===== src/rtl/alu_ctrl.sv =====
// Instruction controller that drives an external combinational ALU and holds
// R0..R3. Optional macro ALU_CTRL_OVERLAP_EN lets a new instruction be accepted during the result handoff.
module alu_ctrl (
    input  logic        clk,
    input  logic        rst,
    input  logic        instr_valid,
    output logic        instr_ready,
    input  logic [15:0] instr,
    output logic [7:0]  alu_a,
    output logic [7:0]  alu_b,
    output logic [2:0]  alu_opcode,
    input  logic [7:0]  alu_result,
    input  logic        alu_zero,
    input  logic        alu_carry,
    output logic        res_valid,
    input  logic        res_ready,
    output logic [7:0]  res_data,
    output logic        res_zero,
    output logic        res_carry
);

    typedef enum logic [1:0] {IDLE, EXEC, RESP} state_t;

    state_t      state_q, state_d;
    logic        accept;
    logic        is_ldi;
    logic [1:0]  rd_q;
    logic        wr_en;
    logic [1:0]  wr_idx;
    logic [7:0]  wr_data;
    logic [7:0]  regs_q [4];
    logic [7:0]  alu_a_q, alu_b_q;
    logic [2:0]  alu_op_q;
    logic [7:0]  res_data_q;
    logic        res_zero_q, res_carry_q;

    assign is_ldi = instr[15];
    assign accept = instr_valid && instr_ready;

    // Output decode; instr_ready is held low while rst is asserted.
    always_comb begin
        instr_ready = 1'b0;
        res_valid   = 1'b0;
        case (state_q)
            IDLE: instr_ready = !rst;
            RESP: begin
                res_valid = 1'b1;
`ifdef ALU_CTRL_OVERLAP_EN
                instr_ready = res_ready && !rst;
`endif
            end
            default: ;
        endcase
    end

    always_comb begin
        state_d = state_q;
        case (state_q)
            IDLE: if (accept) state_d = is_ldi ? RESP : EXEC;
            EXEC: state_d = RESP;
            RESP: if (res_ready) state_d = accept ? (is_ldi ? RESP : EXEC) : IDLE;
            default: state_d = IDLE;
        endcase
    end

    // Single write port: ALU writeback in EXEC, or immediate load on accept.
    always_comb begin
        wr_en   = 1'b0;
        wr_idx  = rd_q;
        wr_data = alu_result;
        if (state_q == EXEC) begin
            wr_en = 1'b1;
        end else if (accept && is_ldi) begin
            wr_en   = 1'b1;
            wr_idx  = instr[14:13];
            wr_data = instr[7:0];
        end
    end

    generate
        for (genvar gi = 0; gi < 4; gi++) begin : g_regs
            always_ff @(posedge clk) begin
                if (rst)
                    regs_q[gi] <= 8'h00;
                else if (wr_en && wr_idx == 2'(gi))
                    regs_q[gi] <= wr_data;
            end
        end
    endgenerate

    always_ff @(posedge clk) begin
        if (rst) begin
            state_q     <= IDLE;
            rd_q        <= 2'd0;
            alu_a_q     <= 8'h00;
            alu_b_q     <= 8'h00;
            alu_op_q    <= 3'd0;
            res_data_q  <= 8'h00;
            res_zero_q  <= 1'b0;
            res_carry_q <= 1'b0;
        end else begin
            state_q <= state_d;
            if (accept && !is_ldi) begin
                alu_a_q  <= regs_q[instr[9:8]];
                alu_b_q  <= regs_q[instr[7:6]];
                alu_op_q <= instr[14:12];
                rd_q     <= instr[11:10];
            end
            if (state_q == EXEC) begin
                res_data_q  <= alu_result;
                res_zero_q  <= alu_zero;
                res_carry_q <= alu_carry;
            end else if (accept && is_ldi) begin
                res_data_q  <= instr[7:0];
                res_zero_q  <= (instr[7:0] == 8'h00);
                res_carry_q <= 1'b0;
            end
        end
    end

    assign alu_a      = alu_a_q;
    assign alu_b      = alu_b_q;
    assign alu_opcode = alu_op_q;
    assign res_data   = res_data_q;
    assign res_zero   = res_zero_q;
    assign res_carry  = res_carry_q;

endmodule


===== config.mk =====
export PLATFORM = sky130hd
export DESIGN_NAME = alu_ctrl
export DESIGN_NICKNAME = d
export VERILOG_FILES = /design/src/rtl/alu_ctrl.sv
export SDC_FILE = /design/constraint.sdc
export NUM_CORES = 1
export LEC_CHECK = 0
export ABC_CLOCK_PERIOD_IN_PS = 2400
export CORE_UTILIZATION = 51
export CTS_CLUSTER_DIAMETER = 120
export CTS_CLUSTER_SIZE = 40
export DETAILED_ROUTE_END_ITERATION = 10
export GPL_ROUTABILITY_DRIVEN = 0
export PLACE_DENSITY = 0.79
export SKIP_CTS_REPAIR_TIMING = 1
export SYNTH_ARGS = -nofsm -noshare
export SYNTH_HDL_FRONTEND = slang
export SYNTH_SLANG_ARGS = --single-unit

===== constraint.sdc =====
create_clock -name clk -period 2.4 [get_ports clk]
set_input_delay 0.24 -clock clk [delete_from_list [all_inputs] [get_ports clk]]
set_output_delay 0.24 -clock clk [all_outputs]
set_load 0.005 [all_outputs]

==> reports/summary.txt, run 1 <==
Outcome - complete, no violations
Clk buf depth - 2
Area growth from synthesis to layout - 28.8%
Final ANT Viol Nets - 0
Commonest non-fill, non-tap cell in the layout - clkdlybuf4s50_1
Initial core utilization - 52.6%
Endpoints failing setup - 0
Die Y - 79.9 µm
# fillers - 455
Fin. max-slew vios - 0
Syn Inst Count - 254
Cell Area, Synth - 0.00310 mm²
Complex-gate fraction of the synthesized area - 19.1%
Register Area - 0.00162 mm²
LEAKAGE - 1.38 nW
Core area - 0.00589 mm²
Max frequency - 511 MHz
Chip width - 79.9 µm
Largest family of logic cells by synthesized area - compound AO/OA/AOI/OAI gates
Port-buffer cells - 60
CP max stage delay - 0.51 ns
Total number of vias - 2327
Post-synthesis xor/xnor area fraction - 0%
Cell variety after synth - 35
Crit Path Category - reg -> out
Multi-input combinational cell area - 0.00134 mm²
Fin crit share - 81.5%
Via/cell ratio - 5.91
Fin crit period - 1.96 ns
Antenna violations before repair - 0
Yosys warning total - 0
Worst-path clk slew - 0.07 ns
Total grt overflow - 0
CTS HTree Levels - 3
Max cap viols - 0
Final setup TNS - 0 ns
DP Cell Count - 378
Simple-Gate Fraction of Synth Area - 12.6%
Relative slew slack - 18.8%
Detailed Routing Iterations Pass 1 - 6
CP Max Fanout - 10
TritonCTS clock tree - built
Sequential fraction of the synthesis area - 52.4%
CTS sink count - 65
Die ar. - 0.00639 mm²
CP endpoint kind - primary output
Clock Latency Late Sink - 0.34 ns
Share of cells above drive strength 1 - 20.1%
Critical-path top delay cell - clkdlybuf4s50_1
Avg WL per Cell - 16.8 µm
Crit path DAT - 1.72 ns
Yosys top cell area share - 31.0%
Clock Root Buffer - clkbuf_8
Type of the most critical hold path - reg -> reg
VDD IR max - 0.000502 V
Antenna diodes - 0
Syn nets - 284
Adder-Cell Fraction of Synth Area - 0%
All-layer global routing usage - 22.5%
Routed WL - 6.60 mm
Vias in the first global route - 2142
Rows - 28
Final hold viol count - 0
Setup Skew - 0.00402 ns
Type of origin of the critical path - flop
Drc violations - 0
Largest net degree at the start of global routing - 43
IO Count - 61
Mux contribution to synthesized area - 11.6%
DR iter-0 viols - 163
Commonest cells after routing, fill and taps aside - 60 x clkdlybuf4s50_1, 36 x nand2_1, 33 x dfxtp_1, 32 x a22o_1, 32 x edfxtp_1
Slew @ Worst Pin - 1.21 ns
Fin nets - 344
Critical path, cell by cell - or2_1 -> nor2_1 -> clkdlybuf4s50_1
Average cell area after synthesis - 12.2 µm²
Cell taking the most area after synthesis - edfxtp_1
Post-detail-place hpwl - 4.85 mm
Yosys reg bits - 65
Critical path required time - 2.16 ns
First-pass GRT wire length - 10.8 mm
PwrDens - 665 mW/mm²
RSZ-0062 raised after global routing - no
Synth top area cells - edfxtp_1 31%, dfxtp_1 21%, mux4_2 12%
TritonCTS buffer count - 9
Post-Layout Cell Count - 394
[area by class of cell]
| type | count | share of cell area (%) |
|---|---|---|
| sequential | 65 | 40.7 |
| clock inverter | 7 | 2.98 |
| timing repair buffer | 68 | 16.9 |
| tap | 75 | 2.35 |
| inverter | 4 | 0.408 |
| multi-input combinational | 166 | 33.6 |
| clock buffer | 9 | 3.11 |
[power by group]
| part | switching [W] | leakage [nW] | internal (W) |
|---|---|---|---|
| combinational | 0.000134 | 0.661 | 0.000156 |
| clock | 0.000433 | 0.117 | 0.000690 |
| sequential | 0.0000309 | 0.602 | 0.00121 |
| total | 0.000597 | 1.38 | 0.00206 |
[cells by family (layout without fill, tap and decap cells)]
family                 Yosys count  after routing
AND/OR/NAND/NOR                 77             77
AO/OA/AOI/OAI                   73             73
flip-flops                      65             65
buffers and inverters           23             88
multiplexers                    16             16
[critical path: cells and delay by family, from the launching register on]
kind | cells | cell delay, ns
flops | 1 | 0.40
simple gates | 2 | 0.47
buf+inv | 1 | 0.51
[routing by layer]
layer	vias up	share of wire [%]	GRT usage (%)
met5	-	0	0
met1	1097	43	30.4
met4	0	2.0	10.5
met2	107	49	35.5
li1	1108	-	-
met3	15	5.4	3.54
[worst paths after layout]
| kind | start | end | slack [ns] | cells past startpoint |
|---|---|---|---|---|
| min reg2reg | alu_a[4] | alu_a[4] | 0.45 | 2 |
| min | alu_a[4] | alu_a[4] | 0.45 | 2 |
| max | state_q[1] | instr_ready | 0.44 | 3 |
| max reg2reg | state_q[1] | regs_q[2][3] | 0.49 | 4 |
[through the flow]
step / worst slack (ns) / total power [W] / util (%) / hold WS, ns / instance area, µm²
global route: 0.264 / 0.00275 / 67.8 / 0.463 / 3990
detailed placement: 0.119 / 0.00155 / 63.6 / 0.447 / 3740
finish: 0.444 / 0.00265 / 67.8 / 0.454 / 3990
global placement: 0.274 / 0.00155 / 63.6 / 0.446 / 3740
floorplan: 0.481 / 0.00142 / - / 0.376 / 3100
CTS: 0.443 / 0.00266 / 67.8 / 0.447 / 3990
[synthesized netlist by cell type]
master,number
a21oi_1,15
a21oi_2,10
a222oi_1,8
a22o_1,32
a311o_1,4
and3_1,1
and3b_1,1
buf_1,3
buf_2,5
buf_4,1
buf_6,5
clkbuf_1,5
clkinv_2,1
dfxtp_1,33
edfxtp_1,32
inv_1,2
inv_2,1
mux4_2,16
nand2_1,36
nand2_2,9
nand2b_1,2
nand3b_2,1
nand4_1,1
nor2_1,15
nor2b_1,2
nor3_1,1
nor4_1,3
nor4_2,1
nor4b_4,1
o211ai_1,1
o21a_1,2
o21ai_0,1
or2_1,1
or3_1,1
or3_4,1
[registers in the layout, summed over array words and instances, names as in the netlist]
name,count
alu_opcode,3
res_carry,1
state_q,2
alu_b,8
res_zero,1
regs_q,32
res_data,8
rd_q,2
alu_a,8
Note: power is estimated with default switching activity, not from simulation.
==> inputs of run 2 (changes only) <==
--- a/config.mk
+++ b/config.mk
@@ -5,7 +5,7 @@
 export SDC_FILE = /design/constraint.sdc
 export NUM_CORES = 1
 export LEC_CHECK = 0
-export ABC_CLOCK_PERIOD_IN_PS = 2400
+export ABC_CLOCK_PERIOD_IN_PS = 2000
 export CORE_UTILIZATION = 51
 export CTS_CLUSTER_DIAMETER = 120
 export CTS_CLUSTER_SIZE = 40
==> constraint.sdc (replaced) <==
create_clock -name clk -period 2 [get_ports clk]
set_input_delay 0.2 -clock clk [delete_from_list [all_inputs] [get_ports clk]]
set_output_delay 0.2 -clock clk [all_outputs]
set_load 0.005 [all_outputs]
==> run 2 against run 1 <==
  * Utilization is 1.6 points higher
  * Flip-flop and latch count stayed put
  * Highest routed layer unchanged
  * Setup slack worse by 0.27 ns
  * First-iteration DRC count is 18% higher
==> reports/summary.txt, run 2 (synthesized netlist as in run 1, its figures left out) <==
TritonCTS clock tree - built
Total grt overflow - 0 (unchanged)
VDD IR max - 0.000490 V (-2.5%)
Fin crit share - 91.3%
Max reg flops - 32 (unchanged)
CTS sink count - 65 (unchanged)
PwrDens - 765 mW/mm² (+15%)
Fin. max-slew vios - 0 (unchanged)
Commonest non-fill, non-tap cell in the layout - clkdlybuf4s50_1
Area growth from synthesis to layout - 31.9%
Total number of vias - 2396 (+3.0%)
Critical-path top delay cell - nor4_1
Via/cell ratio - 5.89 (-0.32%)
Crit path DAT - 2.04 ns (+0.32 ns)
Clk buf depth - 2 (unchanged)
Final ANT Viol Nets - 0 (unchanged)
Post-route cell area - 0.00408 mm² (+2.4%)
Routed WL - 7.06 mm (+7.0%)
Fin crit period - 1.83 ns
Pwr Total - 0.00312 W (+18%)
Antenna violations before repair - 0 (unchanged)
Die ar. - 0.00639 mm² (unchanged)
# fillers - 445 (-2.2%)
Biggest register - regs_q
Type of origin of the critical path - flop
Critical path, cell by cell - nor4_1 -> a22o_1
Port-buffer cells - 60 (unchanged)
Cell depth of the worst hold path - 3 (+1)
Clock Root Buffer - clkbuf_8
Slew @ Worst Pin - 1.18 ns (-0.0263 ns)
Chip width - 79.9 µm (unchanged)
Post-detail-place hpwl - 5.22 mm (+7.7%)
CP Max Fanout - 8 (-2)
Setup Skew - 0.0147 ns (+0.0107 ns)
Worst-path clk slew - 0.08 ns (about the same)
Vias in the first global route - 2289 (+6.9%)
Drc violations - 0 (unchanged)
Endpoints failing setup - 0 (unchanged)
Crit Path Category - reg -> reg
LEAKAGE - 1.46 nW (+5.6%)
All-layer global routing usage - 25.0% (+2.5 points)
RSZ-0062 raised after global routing - no
CP max stage delay - 1.03 ns (+0.52 ns)
Clock Latency Late Sink - 0.35 ns (about the same)
Core area - 0.00589 mm² (unchanged)
Type of the most critical hold path - in -> reg
DR iter-0 viols - 192 (+18%)
CP endpoint kind - flop
IO Count - 61 (unchanged)
Relative slew slack - 20.5% (+1.8 points)
Commonest cells after routing, fill and taps aside - 59 x clkdlybuf4s50_1, 36 x nand2_1, 32 x a22o_1, 32 x edfxtp_1, 31 x dfxtp_1
Cell family with most CP delay - simple AND/OR/NAND/NOR gates
Max frequency - 548 MHz
CTS HTree Levels - 3 (unchanged)
Dpl cell area - 0.00385 mm² (+2.7%)
Detailed Routing Iterations Pass 1 - 4 (-2)
Die Y - 79.9 µm (unchanged)
Critical path required time - 2.22 ns (+0.06 ns)
Worst path bufs/invs - 0 (-1)
Critical path depth - 2 (-1)
Largest net degree at the start of global routing - 23 (-47%)
First-pass GRT wire length - 11.6 mm (+7.5%)
Share of cells above drive strength 1 - 24.1% (+4.0 points)
Outcome - complete, no violations
Max cap viols - 0 (unchanged)
Rows - 28 (unchanged)
Reg2reg path depth - 2 (-2)
Avg WL per Cell - 17.4 µm (+3.5%)
TritonCTS buffer count - 9 (unchanged)
Initial core utilization - 52.6% (unchanged)
Hold slack - 0.403 ns (-0.0505 ns)
Final hold viol count - 0 (unchanged)
Antenna diodes - 0 (unchanged)
Fin nets - 357 (+3.8%)
## run 2: power by group
part	internal [W]	switching (W)	total, W
clock	0.000712	0.000550	0.00126
combinational	0.000205	0.000166	0.000371
sequential	0.00145	0.0000382	0.00149
total	0.00237	0.000755	0.00312
## run 2: through the flow
stage,worst slack (ns),util [%],setup TNS [ns],cells
global route,0.0419,69.4,0,407
finish,0.174,69.4,0,407
CTS,-0.00129,69.2,-0.00129,406
floorplan,0.0812,-,0,254
global placement,-0.105,65.4,-0.936,390
detailed placement,-0.187,65.4,-2.87,390
## run 2: final timing paths
check,startpoint,endpoint,slack (ns)
setup / recovery,rd_q[1],regs_q[1][1],0.17
hold / removal,instr[12],alu_opcode[0],0.40
setup reg to reg,rd_q[1],regs_q[1][1],0.17
hold reg to reg,alu_a[3],alu_a[3],0.45
## run 2: per-layer routing
metal  share of wire [%]  track usage, %  vias to the layer above
li1                    -               -                     1134
met2                  49            39.7                      100
met3                 5.7            6.17                       11
met4                 1.5            11.6                        0
met1                  43            32.2                     1151
met5                   0               0                        -
## run 2: worst register-to-register path, stage by stage, from the launching register on
cell	delay, ns
dfxtp_1	0.40
nor4_1	1.03
a22o_1	0.26
## run 2: layout make-up
class	instances	area, µm²	area share [%]
Clock inverter	7	100	2.45
Inverter	4	16.3	0.398
Sequential cell	65	1630	39.8
Tap cell	75	93.8	2.30
Multi-Input combinational cell	166	1340	32.8
Clock buffer	9	124	3.03
Timing Repair Buffer	81	783	19.2
